## src/rtl/rv32_decode_queue.sv

```systemverilog
// Fetch-to-decode instruction queue: circular FIFO of {prediction, instr, pc} entries with flush.
// Optional same-cycle bypass of an empty queue when RV32_DECODE_QUEUE_BYPASS_EN is defined.
module rv32_decode_queue #(
  parameter int DEPTH       = 4,
  parameter int PC_WIDTH    = 32,
  parameter int INSTR_WIDTH = 32
) (
  input  logic                         clk,
  input  logic                         reset,
  input  logic                         flush_in,
  input  logic                         valid_in,
  output logic                         ready_out,
  input  logic [PC_WIDTH-1:0]          pc_in,
  input  logic [INSTR_WIDTH-1:0]       instr_in,
  input  logic                         branch_predicted_taken_in,
  output logic                         valid_out,
  input  logic                         ready_in,
  output logic [PC_WIDTH-1:0]          pc_out,
  output logic [INSTR_WIDTH-1:0]       instr_out,
  output logic                         branch_predicted_taken_out,
  output logic [$clog2(DEPTH+1)-1:0]   count_out
);

  localparam int ADDR_W  = (DEPTH > 1) ? $clog2(DEPTH) : 1;
  localparam int PTR_W   = ADDR_W + 1;
  localparam int CNT_W   = $clog2(DEPTH + 1);
  localparam int ENTRY_W = PC_WIDTH + INSTR_WIDTH + 1;

  logic [ENTRY_W-1:0] mem [DEPTH];
  logic [PTR_W-1:0]   wr_ptr_reg;
  logic [PTR_W-1:0]   rd_ptr_reg;
  logic [PTR_W-1:0]   occupancy;
  logic               empty;
  logic               full;
  logic               push;
  logic               pop;
  logic               push_store;
  logic               pop_store;
  logic [ENTRY_W-1:0] entry_in;
  logic [ENTRY_W-1:0] head_entry;
  logic [ENTRY_W-1:0] out_entry;

  // Pointer MSB distinguishes full from empty, so the difference is the occupancy.
  assign occupancy = wr_ptr_reg - rd_ptr_reg;
  assign empty     = (occupancy == '0);
  assign full      = (occupancy == PTR_W'(DEPTH));
  assign count_out = CNT_W'(occupancy);
  assign ready_out = !full && !reset;

  assign entry_in   = {branch_predicted_taken_in, instr_in, pc_in};
  assign head_entry = mem[rd_ptr_reg[ADDR_W-1:0]];

`ifdef RV32_DECODE_QUEUE_BYPASS_EN
  logic bypass;
  assign bypass = empty && valid_in && !flush_in && !reset;
`endif

  always_comb begin
    valid_out = !empty && !reset;
    out_entry = head_entry;
`ifdef RV32_DECODE_QUEUE_BYPASS_EN
    if (bypass) begin
      valid_out = 1'b1;
      out_entry = entry_in;
    end
`endif
    if (!valid_out) out_entry = '0;
  end

  assign {branch_predicted_taken_out, instr_out, pc_out} = out_entry;

  assign push = valid_in && ready_out && !flush_in;
  assign pop  = valid_out && ready_in;

`ifdef RV32_DECODE_QUEUE_BYPASS_EN
  // A bypassed entry taken by decode is never written into storage.
  assign push_store = push && !(bypass && ready_in);
  assign pop_store  = pop && !bypass;
`else
  assign push_store = push;
  assign pop_store  = pop;
`endif

  always_ff @(posedge clk) begin
    if (reset || flush_in) begin
      wr_ptr_reg <= '0;
      rd_ptr_reg <= '0;
    end else begin
      if (push_store) wr_ptr_reg <= wr_ptr_reg + 1'b1;
      if (pop_store)  rd_ptr_reg <= rd_ptr_reg + 1'b1;
    end
  end

  always_ff @(posedge clk) begin
    if (push_store) mem[wr_ptr_reg[ADDR_W-1:0]] <= entry_in;
  end

endmodule

```

## config.mk

```make
export PLATFORM = sky130hd
export DESIGN_NAME = rv32_decode_queue
export DESIGN_NICKNAME = d
export VERILOG_FILES = /design/src/rtl/rv32_decode_queue.sv
export SDC_FILE = /design/constraint.sdc
export NUM_CORES = 1
export LEC_CHECK = 0
export BUFFER_PORTS_ARGS = -buffer_cell sky130_fd_sc_hd__buf_2
export CAP_MARGIN = 20
export CORE_MARGIN = 5
export CORE_UTILIZATION = 35
export DETAILED_ROUTE_END_ITERATION = 10
export GPL_ROUTABILITY_DRIVEN = 0
export PLACE_DENSITY = 0.61
export SKIP_LAST_GASP = 1
export SLEW_MARGIN = 0
export SYNTH_ARGS = -nofsm -noshare
export SYNTH_HDL_FRONTEND = slang
export SYNTH_SLANG_ARGS = --single-unit
```

## constraint.sdc

```tcl
create_clock -name clk -period 5.69 [get_ports clk]
set_input_delay 0.8535 -clock clk [delete_from_list [all_inputs] [get_ports clk]]
set_output_delay 0.8535 -clock clk [all_outputs]
set_load 0.03 [all_outputs]
```

### Word level (Yosys, flattened, before mapping)

Memories as Yosys holds them, arrays and structs flattened. A register that Yosys moved wholly into a read port is not among the register bits.
Index checks and enable logic that the tools add are counted.

* bits in registers: 6
* bits in latches: 0
* RAM bits: 260
* ROM bits: 0
* output and inout port bits: 70
* logic and storage cells: 23
* memories kept: 1

* $add $sub $neg: 3
* $mul: 0
* divide/modulo/power cells: 0
* order comparisons: 0
* eq/ne operators: 1
* shift operators: 0
* muxes and demuxes: 5
* bitwise operators: 0
* reduce and logical (&&, ||, !) cells: 11

Memories
* mem: words 4, width 65, rd ports 1, clocked after Yosys merged registers in 1, write ports 1, line 29 `logic [ENTRY_W-1:0] mem [DEPTH];`

Operator list (number)
* 65-bit two-way mux: 1
* 3-bit by 1-bit adder with 3-bit output (second input constant): 2
* 1-bit logical AND: 5
* 1-bit zero test: 4
* 2-bit two-way mux: 2
* 3-bit equality test (second input constant): 1
* 3-bit zero test: 1
* 3-bit subtractor: 1
* 1-bit two-way mux: 2
* 1-bit logical OR: 1

### Depth between registers and ports, before layout

* depth after elaboration: 8
* depth in mapped cells: 8
* mapped depth without buffers: 6

### Worst setup path before layout

OpenSTA, ideal clock, no wires.

* kind: register to register
* from: register wr_ptr_reg[0]
* to: memory mem[0][0] (netlist bit), enable pin
* arrival time: 3.583 ns
* data required time: 5.260 ns
* setup slack: 1.676 ns
* stages on the path, launching flop included: 7
* buffers on the path: 0
* clock period less this slack: 4.014 ns
* cells stage by stage: dfxtp_1 inv_1 ha_1 fa_1 xor3_2 a21boi_1 and3_1

* word-level cells in the longest chain between the ends: 8

RTL lines
* start: declaration: line 30 `logic [PTR_W-1:0] wr_ptr_reg;`
* start signal: assignment: line 89 `if (push_store) wr_ptr_reg <= wr_ptr_reg + 1'b1;`
* 3-bit subtractor: line 44 `assign occupancy = wr_ptr_reg - rd_ptr_reg;`
* via count_out[2]: line 21 `output logic [$clog2(DEPTH+1)-1:0] count_out`
* 3-bit equality test: line 46 `assign full = (occupancy == PTR_W'(DEPTH));`
* 1-bit zero test: line 48 `assign ready_out = !full && !reset;`
* 1-bit logical AND: line 48
* 1-bit logical AND (2 in a row): line 72 `assign push = valid_in && ready_out && !flush_in;`
* 1-bit two-way mux: line 95 `if (push_store) mem[wr_ptr_reg[ADDR_W-1:0]] <= entry_in;`
* 1-bit two-way mux (not written as such): line 95
* end: declaration: line 29

The timed path passes the listed nets, and every way through them passes these cells.

### Worst setup path in the final report

* from: register wr_ptr_reg[0]
* to: output instr_out[15]

* word-level cells in the longest chain between the ends: 5

RTL lines
* 3-bit subtractor: line 44
* 3-bit zero test: line 45 `assign empty = (occupancy == '0);`
* 1-bit zero test: line 59 `valid_out = !empty && !reset;`
* 1-bit logical AND: line 59
* 65-bit two-way mux: line 67 `if (!valid_out) out_entry = '0;`
* end: declaration: line 19 `output logic [INSTR_WIDTH-1:0] instr_out,`

Every way passes these cells.

==> Implementation_results.wiki <==
{| class="wikitable"
! Metric !! Value
|-
| Count of buffers from port buffering || 139
|-
| Number of nets in the synthesized netlist || 546
|-
| Number of global-route vias before repair || 5622
|-
| Setup repair after global routing missed its margin || no
|-
| Final setup violation count || 0
|-
| Result of the run || completed
|-
| Worst stage delay on the critical path || 700 ps
|-
| CTS H-Tree Depth || 1
|-
| Worst min path class || reg2reg
|-
| Routed wire length || 20100 um
|-
| Largest fanout on the critical path || 42
|-
| Post-route DRC violation count || 0
|-
| Post-route clock period utilization || 0.826
|-
| Series of cell instances along the critical path || inv_1, ha_1, fa_1, xor3_2, o21ai_4, buf_4, nor2b_1, buf_2
|-
| Cell at the root of the clock tree || sky130_fd_sc_hd__clkbuf_16
|-
| Total global routing overflow || 0
|-
| Placed instance area || 0.0114 mm2
|-
| Static leakage power || 4.20 nW
|-
| Antenna violations before repair || 4
|-
| Largest voltage drop on the vdd net || 0.000222 V
|-
| Fin crit period || 4700 ps
|-
| Total power per unit cell area || 337 mW/mm2
|-
| Slowest cell on the critical path || sky130_fd_sc_hd__o21ai_4
|-
| Cell variety after synth || 27
|-
| Die outline area || 0.0331 mm2
|-
| Slew Limit Headroom || 0.291
|-
| Worst clock skew on the final layout || 10.7 ps
|-
| Routed wirelength normalized by instance count || 19.5 um
|-
| Share of final-layout standard cells stronger than drive strength 1 || 0.400
|-
| Final cell area excluding filler cells || 0.0125 mm2
|-
| Worst Max-Slew Pin Slew || 1060 ps
|-
| Clock network latency to the later pin of the worst-skew pair || 520 ps
|-
| Reg clk slew, reported paths || 50 ps
|-
| Initial Util || 0.352
|-
| Clk sink count || 268
|-
| Number of clock buffers inserted by TritonCTS || 28
|-
| Number of DRC violations after detailed-routing iteration 0 || 293
|-
| CP top delay family || buffers and inverters
|-
| Dpl hpwl || 11700 um
|-
| Horizontal die dimension || 182 um
|-
| Crit path required time || 4840 ps
|-
| Avg Cell Area, Syn || 22.0 um2
|-
| Seq/Total Area, Yosys || 0.771
|-
| Count of mapped cells out of synthesis || 469
|-
| TritonCTS clock tree || done
|-
| Maximum Capacitance Violations || 0
|-
| Pin count of the biggest net entering global routing || 66
|-
| Number of top-level pins || 140
|-
| Area of the core region || 0.0294 mm2
|-
| Worst path arrival time || 3850 ps
|-
| CP bufs+invs || 3
|-
| Total via count in the routed design || 4924
|-
| PostCTS Resize Cnt || 0
|-
| Flip-flop count of the largest register after layout || 260
|-
| Net count reported at finish || 699
|-
| Synth-to-layout area growth || 20.7%
|-
| Setup Buffers After CTS || 0
|-
| Number of warnings issued by yosys || 0
|-
| Category of the worst setup path launch point || flip-flop
|-
| Total Routing Usage GR || 0.121
|-
| Drt pass-1 iters || 4
|-
| Setup crit end kind || output pin
|-
| Final Hold Violating Endpoints || 0
|-
| Number of rows created at floorplan || 63
|-
| Count of antenna-violating nets left after detailed routing || 0
|-
| Pins over their slew limit || 0
|-
| Maximum number of buffers from clock root to sink || 3
|-
| Final sum of negative setup slack || 0 ps
|-
| Synthesized cell area || 0.0103 mm2
|-
| Worst hold slack || 503 ps
|-
| Die extent in y || 182 um
|-
| FF+latch count, synth || 268
|-
| Crit Path Category || reg2out
|-
| First-pass GRT wire length || 31700 um
|-
| CTS hold repair buffers || 0
|-
| DR vias/cell || 4.77
|-
| Maximum clock frequency || 0.213 GHz
|}
-- layout make-up --
cell class	instances	area, um2
Timing Repair Buffer	145	801
Tap cell	390	488
Clock inverter	15	200
Fill cell	2572	16900
Inverter	6	22.5
Antenna cell	1	2.50
Sequential cell	268	7980
Clock buffer	35	748
Multi-Input combinational cell	173	2240
-- cell usage after synthesis --
master	count	share of area
sky130_fd_sc_hd__a211o_1	1	0.00085
sky130_fd_sc_hd__a21boi_0	2	0.0015
sky130_fd_sc_hd__a21boi_1	1	0.00073
sky130_fd_sc_hd__a21oi_1	2	0.00097
sky130_fd_sc_hd__and2_1	1	0.00061
sky130_fd_sc_hd__and3_1	4	0.0024
sky130_fd_sc_hd__buf_1	2	0.00073
sky130_fd_sc_hd__buf_2	9	0.0044
sky130_fd_sc_hd__buf_4	2	0.0015
sky130_fd_sc_hd__buf_6	4	0.0044
sky130_fd_sc_hd__clkbuf_1	5	0.0018
sky130_fd_sc_hd__dfxtp_1	8	0.015
sky130_fd_sc_hd__edfxtp_1	260	0.76
sky130_fd_sc_hd__fa_1	1	0.0019
sky130_fd_sc_hd__ha_1	6	0.0073
sky130_fd_sc_hd__inv_1	6	0.0022
sky130_fd_sc_hd__mux2i_1	6	0.0058
sky130_fd_sc_hd__mux4_2	65	0.14
sky130_fd_sc_hd__nand2_1	11	0.0040
sky130_fd_sc_hd__nand3b_1	1	0.00073
sky130_fd_sc_hd__nor2_1	1	0.00036
sky130_fd_sc_hd__nor2b_1	65	0.039
sky130_fd_sc_hd__o211a_1	1	0.00097
sky130_fd_sc_hd__o21ai_2	1	0.00085
sky130_fd_sc_hd__or3_1	2	0.0012
sky130_fd_sc_hd__xnor2_1	1	0.00085
sky130_fd_sc_hd__xor3_2	1	0.0024
-- final timing paths --
kind / from / endpoint / slack [ps] / cells after the start
worst max-delay path: wr_ptr_reg[0] / instr_out[15] / 990 / 8
worst min-delay path: rd_ptr_reg[2] / rd_ptr_reg[2] / 500 / 2
worst max register to register: wr_ptr_reg[0] / mem[2][43] / 2130 / 6
worst min register to register: rd_ptr_reg[2] / rd_ptr_reg[2] / 500 / 2
-- stage by stage --
step / cells / setup WS, ps / util / power, mW
floorplan: 469 / 1680 / - / 2.33
global placement: 979 / 1670 / 0.389 / 2.40
detailed placement: 979 / 1490 / 0.389 / 2.41
CTS: 1029 / 925 / 0.422 / 4.27
global route: 1033 / 760 / 0.424 / 4.37
finish: 1033 / 991 / 0.424 / 4.21
-- tightest hold or removal path: stages (launching register included) --
cell and delay, ps:
sky130_fd_sc_hd__dfxtp_1 330, sky130_fd_sc_hd__nand2_1 50, sky130_fd_sc_hd__a21boi_0 70
-- where the power goes --
| part | internal [mW] | switching, mW | leakage, nW | total, mW |
|---|---|---|---|---|
| registers | 2.19 | 0.00600 | 2.41 | 2.19 |
| logic | 0.0628 | 0.108 | 1.33 | 0.171 |
| clock network | 1.15 | 0.696 | 0.459 | 1.85 |
-- cell usage in the layout (no fill, tap or decap), types with 2 or more instances in the layout --
| cell | n |
|---|---|
| sky130_fd_sc_hd__nand2_1 | 11 |
| sky130_fd_sc_hd__dfxtp_1 | 6 |
| sky130_fd_sc_hd__dfxtp_4 | 2 |
| sky130_fd_sc_hd__mux2i_1 | 6 |
| sky130_fd_sc_hd__buf_2 | 139 |
| sky130_fd_sc_hd__a21oi_1 | 2 |
| sky130_fd_sc_hd__nor2b_1 | 65 |
| sky130_fd_sc_hd__and3_4 | 4 |
| sky130_fd_sc_hd__clkbuf_1 | 6 |
| sky130_fd_sc_hd__buf_4 | 3 |
| sky130_fd_sc_hd__or3_1 | 2 |
| sky130_fd_sc_hd__clkinv_1 | 5 |
| sky130_fd_sc_hd__bufinv_16 | 5 |
| sky130_fd_sc_hd__buf_16 | 3 |
| sky130_fd_sc_hd__clkinv_2 | 3 |
| sky130_fd_sc_hd__clkbuf_16 | 29 |
| sky130_fd_sc_hd__mux4_2 | 65 |
| sky130_fd_sc_hd__edfxtp_1 | 260 |
| sky130_fd_sc_hd__ha_1 | 6 |
| sky130_fd_sc_hd__inv_1 | 6 |
| sky130_fd_sc_hd__a21boi_0 | 2 |
-- cell families (layout without fill, tap and decap cells) --
family | Yosys count | in the layout | synth area share
other | 0 | 1 | 0
adders and majority gates | 7 | 7 | 0.00920
muxes | 71 | 71 | 0.147
DFF | 268 | 268 | 0.771
buffers and inverters | 28 | 201 | 0.0149
xor gates and xnor gates | 2 | 2 | 0.00327
AOI/OAI and AO/OA | 8 | 8 | 0.00581
and+or+nand+nor | 85 | 85 | 0.0487
-- per-layer routing --
layer | routed length, um | GRT usage | vias to the layer above
li1 | - | - | 2204
met1 | 8270 | 0.153 | 2553
met2 | 10200 | 0.209 | 126
met3 | 1320 | 0.0367 | 35
met4 | 316 | 0.0258 | 6
met5 | 39 | 0 | -
No activity file was read; power rests on OpenSTA's default activity.
